[config.mk]
export PLATFORM = sky130hd
export DESIGN_NAME = spi_dda_host
export DESIGN_NICKNAME = d
export VERILOG_FILES = /design/src/rtl/spi_dda_pkg.sv /design/src/rtl/spi_dda_host_tick.sv /design/src/rtl/spi_dda_host.sv
export SDC_FILE = /design/constraint.sdc
export NUM_CORES = 1
export LEC_CHECK = 0
export ABC_AREA = 1
export BUFFER_PORTS_ARGS = -buffer_cell sky130_fd_sc_hd__clkbuf_2
export CORE_MARGIN = 4
export CORE_UTILIZATION = 30
export DETAILED_ROUTE_END_ITERATION = 6
export MAX_ROUTING_LAYER = met4
export PLACE_DENSITY = 0.61
export REMOVE_ABC_BUFFERS = 1
export SYNTH_ARGS = -nofsm -noshare
export SYNTH_HDL_FRONTEND = slang
export SYNTH_HIERARCHICAL = 1
export SYNTH_SLANG_ARGS = --single-unit
[constraint.sdc]
create_clock -name clk -period 1.6 [get_ports clk]
set_input_delay 0.32 -clock clk [delete_from_list [all_inputs] [get_ports clk]]
set_output_delay 0.32 -clock clk [all_outputs]
set_load 0.02 [all_outputs]
[src/rtl/spi_dda_pkg.sv]
// Shared constants and FSM state type for the DDA SPI host.
// Field positions describe how x/y/mu sit in the 32-bit frame.
package spi_dda_pkg;

  localparam int WORD_BITS = 32;
  localparam int DEFAULT_CLK_DIV = 4;

  localparam int X_MSB = 31;
  localparam int X_LSB = 16;
  localparam int Y_MSB = 15;
  localparam int Y_LSB = 0;

  typedef enum logic [2:0] {
    IDLE,
    SETUP,
    SHIFT,
    HOLD,
    GAP
  } state_t;

endpackage

[src/rtl/spi_dda_host_tick.sv]
// Free-running divide-by-DIV counter; tick marks the last cycle
// of every SCK half-period. clear realigns it to a frame start.
module spi_half_tick
  import spi_dda_pkg::*;
#(
  parameter int DIV = DEFAULT_CLK_DIV
) (
  input  logic clk,
  input  logic rst_n,
  input  logic clear,
  output logic tick
);

  localparam int CW = $clog2(DIV);
  localparam logic [CW-1:0] LAST = CW'(DIV - 1);

  logic [CW-1:0] cnt;

  assign tick = (cnt == LAST);

  always_ff @(posedge clk or negedge rst_n) begin
    if (!rst_n) begin
      cnt <= '0;
    end else if (clear || tick) begin
      cnt <= '0;
    end else begin
      cnt <= cnt + 1'b1;
    end
  end

endmodule

[src/rtl/spi_dda_host.sv]
// Mode-0 32-bit SPI initiator stepping the DDA core once per frame.
// All outputs come straight from flops.
module spi_dda_host
  import spi_dda_pkg::*;
#(
  parameter int CLK_DIV = DEFAULT_CLK_DIV
) (
  input  logic                 clk,
  input  logic                 rst_n,
  input  logic                 start,
  input  logic [WORD_BITS-1:0] tx_word,
  output logic                 busy,
  output logic                 done,
  output logic [WORD_BITS-1:0] rx_word,
  output logic                 cs_n,
  output logic                 sclk,
  output logic                 mosi,
  input  logic                 miso
);

  localparam logic [4:0] LAST_BIT = 5'(WORD_BITS - 1);

  state_t               state, state_d;
  logic [4:0]           bit_cnt, bit_d;
  logic [WORD_BITS-1:0] tx_sh, tx_d;
  logic [WORD_BITS-1:0] rx_sh, rx_d;
  logic [WORD_BITS-1:0] rx_word_d;
  logic                 cs_n_d, sclk_d, mosi_d;
  logic                 busy_d, done_d;
  logic                 accept;
  logic                 tick;

  spi_half_tick #(
    .DIV(CLK_DIV)
  ) u_tick (
    .clk  (clk),
    .rst_n(rst_n),
    .clear(accept),
    .tick (tick)
  );

  always_comb begin
    state_d   = state;
    bit_d     = bit_cnt;
    tx_d      = tx_sh;
    rx_d      = rx_sh;
    rx_word_d = rx_word;
    cs_n_d    = cs_n;
    sclk_d    = sclk;
    mosi_d    = mosi;
    busy_d    = busy;
    done_d    = 1'b0;
    accept    = 1'b0;
    unique case (state)
      IDLE: begin
        if (start) accept = 1'b1;
      end
      SETUP: begin
        if (tick) begin
          state_d = SHIFT;
          bit_d   = '0;
        end
      end
      SHIFT: begin
        if (tick) begin
          if (!sclk) begin
            sclk_d = 1'b1;
            rx_d   = {rx_sh[WORD_BITS-2:0], miso};
          end else begin
            sclk_d = 1'b0;
            if (bit_cnt == LAST_BIT) begin
              state_d = HOLD;
              mosi_d  = 1'b0;
            end else begin
              bit_d  = bit_cnt + 5'd1;
              tx_d   = {tx_sh[WORD_BITS-2:0], 1'b0};
              mosi_d = tx_sh[WORD_BITS-2];
            end
          end
        end
      end
      HOLD: begin
        if (tick) begin
          state_d   = GAP;
          cs_n_d    = 1'b1;
          done_d    = 1'b1;
          rx_word_d = rx_sh;
        end
      end
      GAP: begin
        // a held start chains frames so cs_n stays high only D cycles
        if (tick) begin
          if (start) begin
            accept = 1'b1;
          end else begin
            state_d = IDLE;
            busy_d  = 1'b0;
          end
        end
      end
      default: state_d = IDLE;
    endcase
    if (accept) begin
      state_d = SETUP;
      bit_d   = '0;
      tx_d    = tx_word;
      mosi_d  = tx_word[WORD_BITS-1];
      cs_n_d  = 1'b0;
      sclk_d  = 1'b0;
      busy_d  = 1'b1;
    end
  end

  always_ff @(posedge clk or negedge rst_n) begin
    if (!rst_n) begin
      state <= IDLE;
    end else begin
      state <= state_d;
    end
  end

  always_ff @(posedge clk or negedge rst_n) begin
    if (!rst_n) begin
      bit_cnt <= '0;
      tx_sh   <= '0;
      rx_sh   <= '0;
      rx_word <= '0;
      cs_n    <= 1'b1;
      sclk    <= 1'b0;
      mosi    <= 1'b0;
      busy    <= 1'b0;
      done    <= 1'b0;
    end else begin
      bit_cnt <= bit_d;
      tx_sh   <= tx_d;
      rx_sh   <= rx_d;
      rx_word <= rx_word_d;
      cs_n    <= cs_n_d;
      sclk    <= sclk_d;
      mosi    <= mosi_d;
      busy    <= busy_d;
      done    <= done_d;
    end
  end

endmodule

==> metrics.txt, run 1 <==
status=finished, violations left; failing checks=negative setup slack; wire length per cell=13.3 um; worst path arrival time=1.87 ns; max_slew headroom=66.8%; Mapped Area=5060 sq um; cell count after synthesis=583; post-synthesis sequential area ratio=54.4%; Worst Path Required=1.84 ns; CP max FO=15; initial antenna violation count=0; Final WS setup=-0.0249 ns; vias in the first global route=3,934; Main synth FF type=dfrtp_1; max-slew violations=0; root buf cell=clkbuf_16; CTS tree=done; DIE AREA=19,000 sq um; num ports=73; IR drop worst, VDD=0.000781 V; # rows=47; Layout Skew=0.00609 ns; Net count, final=714; Clock Path Buffers=2; Slowest-stage cell, CP=dfrtp_1; RSZ-0062 raised after global routing=yes; Synthesis Warnings=6; area delta synth->final=30.3%; Post-synth EDFFs=0; Seq. cell area=2750 sq um; dpl hpwl=7710 um; # port buffers=72; #FFs+latches synth=110; MaxCap Viol Count=0; routed wl met2=5830 um; WP buf/inv=1; kind of end point of the critical path=flip-flop; first-pass detailed-route iteration total=4; Die X=138 um; WL met1=5460 um; fmax=615 MHz; clock latency on the worst-skew pair=0.35 ns; drt drc=0; DP Cell Count=870; antenna-violating nets left=0; wirelength, routed=12,000 um; CTS buffer count=9; Mean Syn Cell Area=8.69 sq um; final instance count without filler cells=899; htree depth=3; post-DR vias/cell=4.58; global-route wire length before repair=19,600 um; GPL Wtd Cong=0.821; CP peak stage delay=0.38 ns; CP delay by family, top=adder cells; # diodes=0; critical path class=flip-flop to flip-flop; via count=4,119; worst-path cell chain=ha_2, nand2_2, nor2_2, ha_2, o21ai_4, nand2_4, buf_16, nand2_1, nand2_1; Initial Util=30.5%; Hold Crit Class=primary input to flip-flop; starting DRC count in detailed routing=203; core area=16,600 sq um; Post-synth ARST share=100%; pwr dens=1500 nW/um^2; Num Clock Sinks=110; Die H=138 um; Min Clock Period, post-route=1.62 ns; post-synth cell types=26; WL met3=628 um; multi-input logic area=2160 sq um; GR Overflow Total=0; Final Hold Vio Count=0; Final period util=102%; highest metal used=met4; All-Layer GR Usage=13.3%; pin count of the biggest net entering global routing=66; final setup vio count=26; startpoint types=flip-flop; worst slew pin tran=0.498 ns; leakage power=3.26 nW; final hold slack=0.221 ns; Clk pin slew, worst setup/hold paths=0.07 ns; fill count=1,680; final setup TNS=-0.203 ns; layout cells sized above 1=33.0%
[synth_stat cells (2+ instances only)]
| master | count | area share (%) |
|---|---|---|
| buf_1 | 4 | 0.30 |
| buf_2 | 12 | 1.2 |
| buf_4 | 4 | 0.59 |
| buf_6 | 10 | 2.2 |
| clkbuf_1 | 6 | 0.44 |
| dfrtp_1 | 109 | 54 |
| ha_1 | 3 | 0.74 |
| inv_1 | 41 | 3.0 |
| inv_2 | 2 | 0.15 |
| nand2_1 | 225 | 17 |
| nand2_2 | 3 | 0.37 |
| nand3_1 | 39 | 3.9 |
| nand3b_1 | 4 | 0.59 |
| nand4_1 | 32 | 4.0 |
| nor2_1 | 11 | 0.82 |
| nor2_4 | 2 | 0.44 |
| o21ai_0 | 30 | 3.0 |
| o21ai_1 | 6 | 0.59 |
| o21ai_2 | 33 | 5.7 |
[path summary, 6_finish.rpt]
kind	startpoint	endpoint	slack, ns	cells after the start
min	miso	rx_sh[0]	0.22	3
max reg2reg	bit_cnt[1]	tx_sh[17]	-0.02	9
max in group asynchronous	rst_n	rx_sh[16]	0.58	3
min reg2reg	u_tick/cnt[0]	u_tick/cnt[0]	0.44	1
max	bit_cnt[1]	tx_sh[17]	-0.02	9
min in group asynchronous	rst_n	tx_sh[26]	0.50	2
[sequential cells by signal (all words and copies together), names as in the netlist]
register / cells
bit_cnt: 5
busy: 1
cs_n: 1
done: 1
mosi: 1
rx_sh: 32
rx_word: 32
sclk: 1
state: 3
tx_sh: 31
u_tick/cnt: 2
[logic make-up (layout without fill, tap and decap cells)]
logic type | count (synthesis) | after routing | share of synthesized area, %
AO/OA/AOI/OAI | 71 | 71 | 9.51
adder cells (fa/ha/maj) | 3 | 3 | 0.741
buffers and inverters | 80 | 175 | 8.05
flip-flops | 110 | 110 | 54.4
AND/OR/NAND/NOR | 319 | 320 | 27.3
[where the power goes]
part	total, mW	switching [mW]	internal (mW)	leakage (nW)
sequential	3.72	0.377	3.34	1.48
combinational	4.03	2.32	1.71	1.64
clock	2.16	1.01	1.15	0.140
[stage by stage]
step           util (%)  instance area (sq um)  worst slack (ns)  total power, mW
2_1_floorplan         -                   4820             -1.80             5.50
3_3_place_gp       35.1                   5810           -0.0102             6.66
3_5_place_dp       35.1                   5810           -0.0376             6.70
4_1_cts            37.6                   6230           0.00417             9.19
5_1_grt            39.8                   6600            -0.110             10.6
6_report           39.8                   6600           -0.0249             9.91
[cells in the final DEF (no fill, tap or decap), types with 2 or more instances in the layout]
cell type / instances
inv_2: 2
o21ai_0: 29
o21ai_2: 31
dfrtp_1: 109
o21ai_4: 2
nand3b_1: 4
inv_1: 41
nand4_1: 32
buf_16: 2
nand2_1: 199
ha_2: 3
nor2_4: 2
clkbuf_16: 13
inv_6: 2
buf_12: 10
nor2_1: 10
nand3_2: 20
clkbuf_2: 71
nand2_4: 9
clkbuf_8: 2
o21ai_1: 7
nand2_2: 20
buf_8: 2
nand3_1: 19
buf_4: 23
nand3_4: 2
buf_6: 3
[cell type report]
type | count | share of cell area, %
sequential | 110 | 41.7
multi-input combinational | 394 | 32.8
timing repair buffer | 116 | 14.5
tap | 220 | 4.17
clock buffer | 12 | 3.89
inverter | 44 | 2.54
clock inverter | 3 | 0.398
[per-layer routing]
layer,global-route usage [%],up-vias
li1,-,2071
met1,17.5,1961
met2,20.7,83
met3,3.74,4
met4,2.63,0
met5,-,-
[worst min-delay path, cell delays in order]
cell and delay (ns):
clkbuf_2 0.08, nor2_1 0.09, a21oi_1 0.04
[what timing repair did]
action / in CTS / in global routing
buffers inserted: 2 / 3
hold buffers: 1 / 0
endpoints found under the hold margin: 27 / 0
cloned: 2 / 6
endpoints found under the setup margin: 35 / 67
pin swaps: 1 / 37
resized for setup: 14 / 60
Power figures use the tool's default switching activity.
==> run 2: changes to the inputs <==
--- a/config.mk
+++ b/config.mk
@@ -7,6 +7,7 @@
 export LEC_CHECK = 0
 export ABC_AREA = 1
 export BUFFER_PORTS_ARGS = -buffer_cell sky130_fd_sc_hd__clkbuf_2
+export CORE_ASPECT_RATIO = 1.75
 export CORE_MARGIN = 4
 export CORE_UTILIZATION = 30
 export DETAILED_ROUTE_END_ITERATION = 6
==> metrics.txt, run 2 (synthesis results as in run 1) <==
Top Registers=rx_sh (32), rx_word (32), tx_sh (31); dpl hpwl=7820 um; clock power share=23.7%; MaxCap Viol Count=0; post-DR vias/cell=4.49; Seq pwr share=38.7%; reg-to-reg endpoint=tx_sh[26]; DP Cell Count=874; via count=4,019; pwr dens=1510 nW/um^2; Total Power=9.55 mW; Num Clock Sinks=110; worst reg2reg path startpoint=bit_cnt[0]; drt drc=0; Die X=106 um; CTS buffer count=9; root buf cell=clkbuf_16; commonest non-fill, non-tap cell in the layout=nand2_1; vias in the first global route=4,020; kind of end point of the critical path=flip-flop; CP max FO=15; Psw=3.48 mW; RSZ-0062 raised after global routing=yes; FF-to-FF path depth=9; Hold Crit Start=tx_word[0]; clock latency on the worst-skew pair=0.34 ns; Clk pin slew, worst setup/hold paths=0.07 ns; startpoint types=flip-flop; worst hold path endpoint=tx_sh[0]; pin count of the biggest net entering global routing=63; Hold Crit Class=primary input to flip-flop; # rows=62; worst reg2reg setup slack=0.02 ns; fmax=635 MHz; initial antenna violation count=0; Logic pwr share=37.6%; # diodes=0; Final Hold Vio Count=0; Clock Path Buffers=2; core area=16,500 sq um; Min Clock Period, post-route=1.58 ns; commonest cells after routing, fill and taps aside=nand2_1 (202), dfrtp_1 (108), clkbuf_2 (71); first-pass detailed-route iteration total=4; CTS tree=done; area delta synth->final=25.3%; All-Layer GR Usage=12.8%; sw frac=36.4%; internal power=6.08 mW; wire length per cell=13.3 um; num ports=73; critical path class=flip-flop to flip-flop; layout cells sized above 1=29.3%; starting DRC count in detailed routing=158; Worst Path Required=1.83 ns; Layout Skew=0.00539 ns; final instance count without filler cells=896; max_slew headroom=76.0%; max-slew violations=0; # port buffers=72; global-route wire length before repair=19,700 um; Final period util=98.5%; final setup vio count=0; GPL Wtd Cong=0.798; Die H=180 um; Initial Util=30.7%; Net count, final=706; leakage power=3.18 nW; DIE AREA=19,100 sq um; htree depth=3; GR Overflow Total=0; IR drop worst, VDD=0.000615 V; wirelength, routed=12,000 um; status=complete, no violations; worst slew pin tran=0.360 ns; antenna-violating nets left=0; final setup TNS=0 ns; hold depth=3; worst path arrival time=1.81 ns
## run 2: per-layer routing
metal	vias to the layer above	GRT usage, %	share of wire, %
met3	13	2.05	3.5
met1	1881	15.1	42
li1	2046	-	-
met2	79	22.2	53
met4	0	3.99	1.3
met5	-	-	0
## run 2: worst max path at each step
| stage | start | to | cells after the start |
|---|---|---|---|
| detailed placement | bit_cnt[0] | bit_cnt[1] | 8 |
| CTS | bit_cnt[0] | tx_sh[9] | 9 |
| finish | bit_cnt[0] | tx_sh[26] | 9 |
| global placement | state[0] | bit_cnt[0] | 7 |
| global route | bit_cnt[1] | state[0] | 12 |
| floorplan | u_tick/cnt[0] | tx_sh[10] | 8 |
## run 2: metrics by stage
| step | util, % | hold slack [ns] | cell area [sq um] | setup slack (ns) |
|---|---|---|---|---|
| after CTS | 37.0 | 0.184 | 6110 | -0.00168 |
| final | 38.4 | 0.194 | 6350 | 0.0244 |
| after detailed placement | 35.1 | 0.338 | 5810 | 0.0121 |
| after floorplan | - | 0.0244 | 4820 | -1.80 |
| after global routing | 38.4 | 0.219 | 6350 | -0.0616 |
| after global placement | 35.1 | 0.341 | 5810 | 0.0245 |
## run 2: layout make-up
cell class,instances,area (sq um)
fillers,1705,10200
flip-flops and latches,110,2760
multi-input cells,393,2030
repair buffers,109,818
well taps,224,280
clock buffers,11,243
inverters,44,168
clock inverters,5,56.3
## run 2: power groups by stage
| stage | clock network (mW) | registers, mW | logic [mW] |
|---|---|---|---|
| after global routing | 2.47 | 3.76 | 4.00 |
| after CTS | 2.37 | 3.65 | 3.13 |
| after global placement | 0 | 3.70 | 3.06 |
| after detailed placement | 0 | 3.70 | 3.11 |
| after floorplan | 0 | 3.73 | 1.77 |
| final | 2.26 | 3.70 | 3.59 |
## run 2: what timing repair did
action                     4_1_cts  5_1_grt
setup endpoints to repair        4       69
cloned                           0        3
hold buffers                     1        0
hold endpoints to repair        54        0
resized for setup                1       42
buffers inserted                 0        2
pin swaps                        1        7
## run 2: critical path: stages, from the launching register on
cell,delay (ns)
dfrtp_1,0.39
ha_2,0.20
nand2_2,0.07
nor2_2,0.05
ha_4,0.17
o21ai_4,0.16
nand2_4,0.11
clkbuf_16,0.20
nand2_1,0.06
nand2_1,0.05
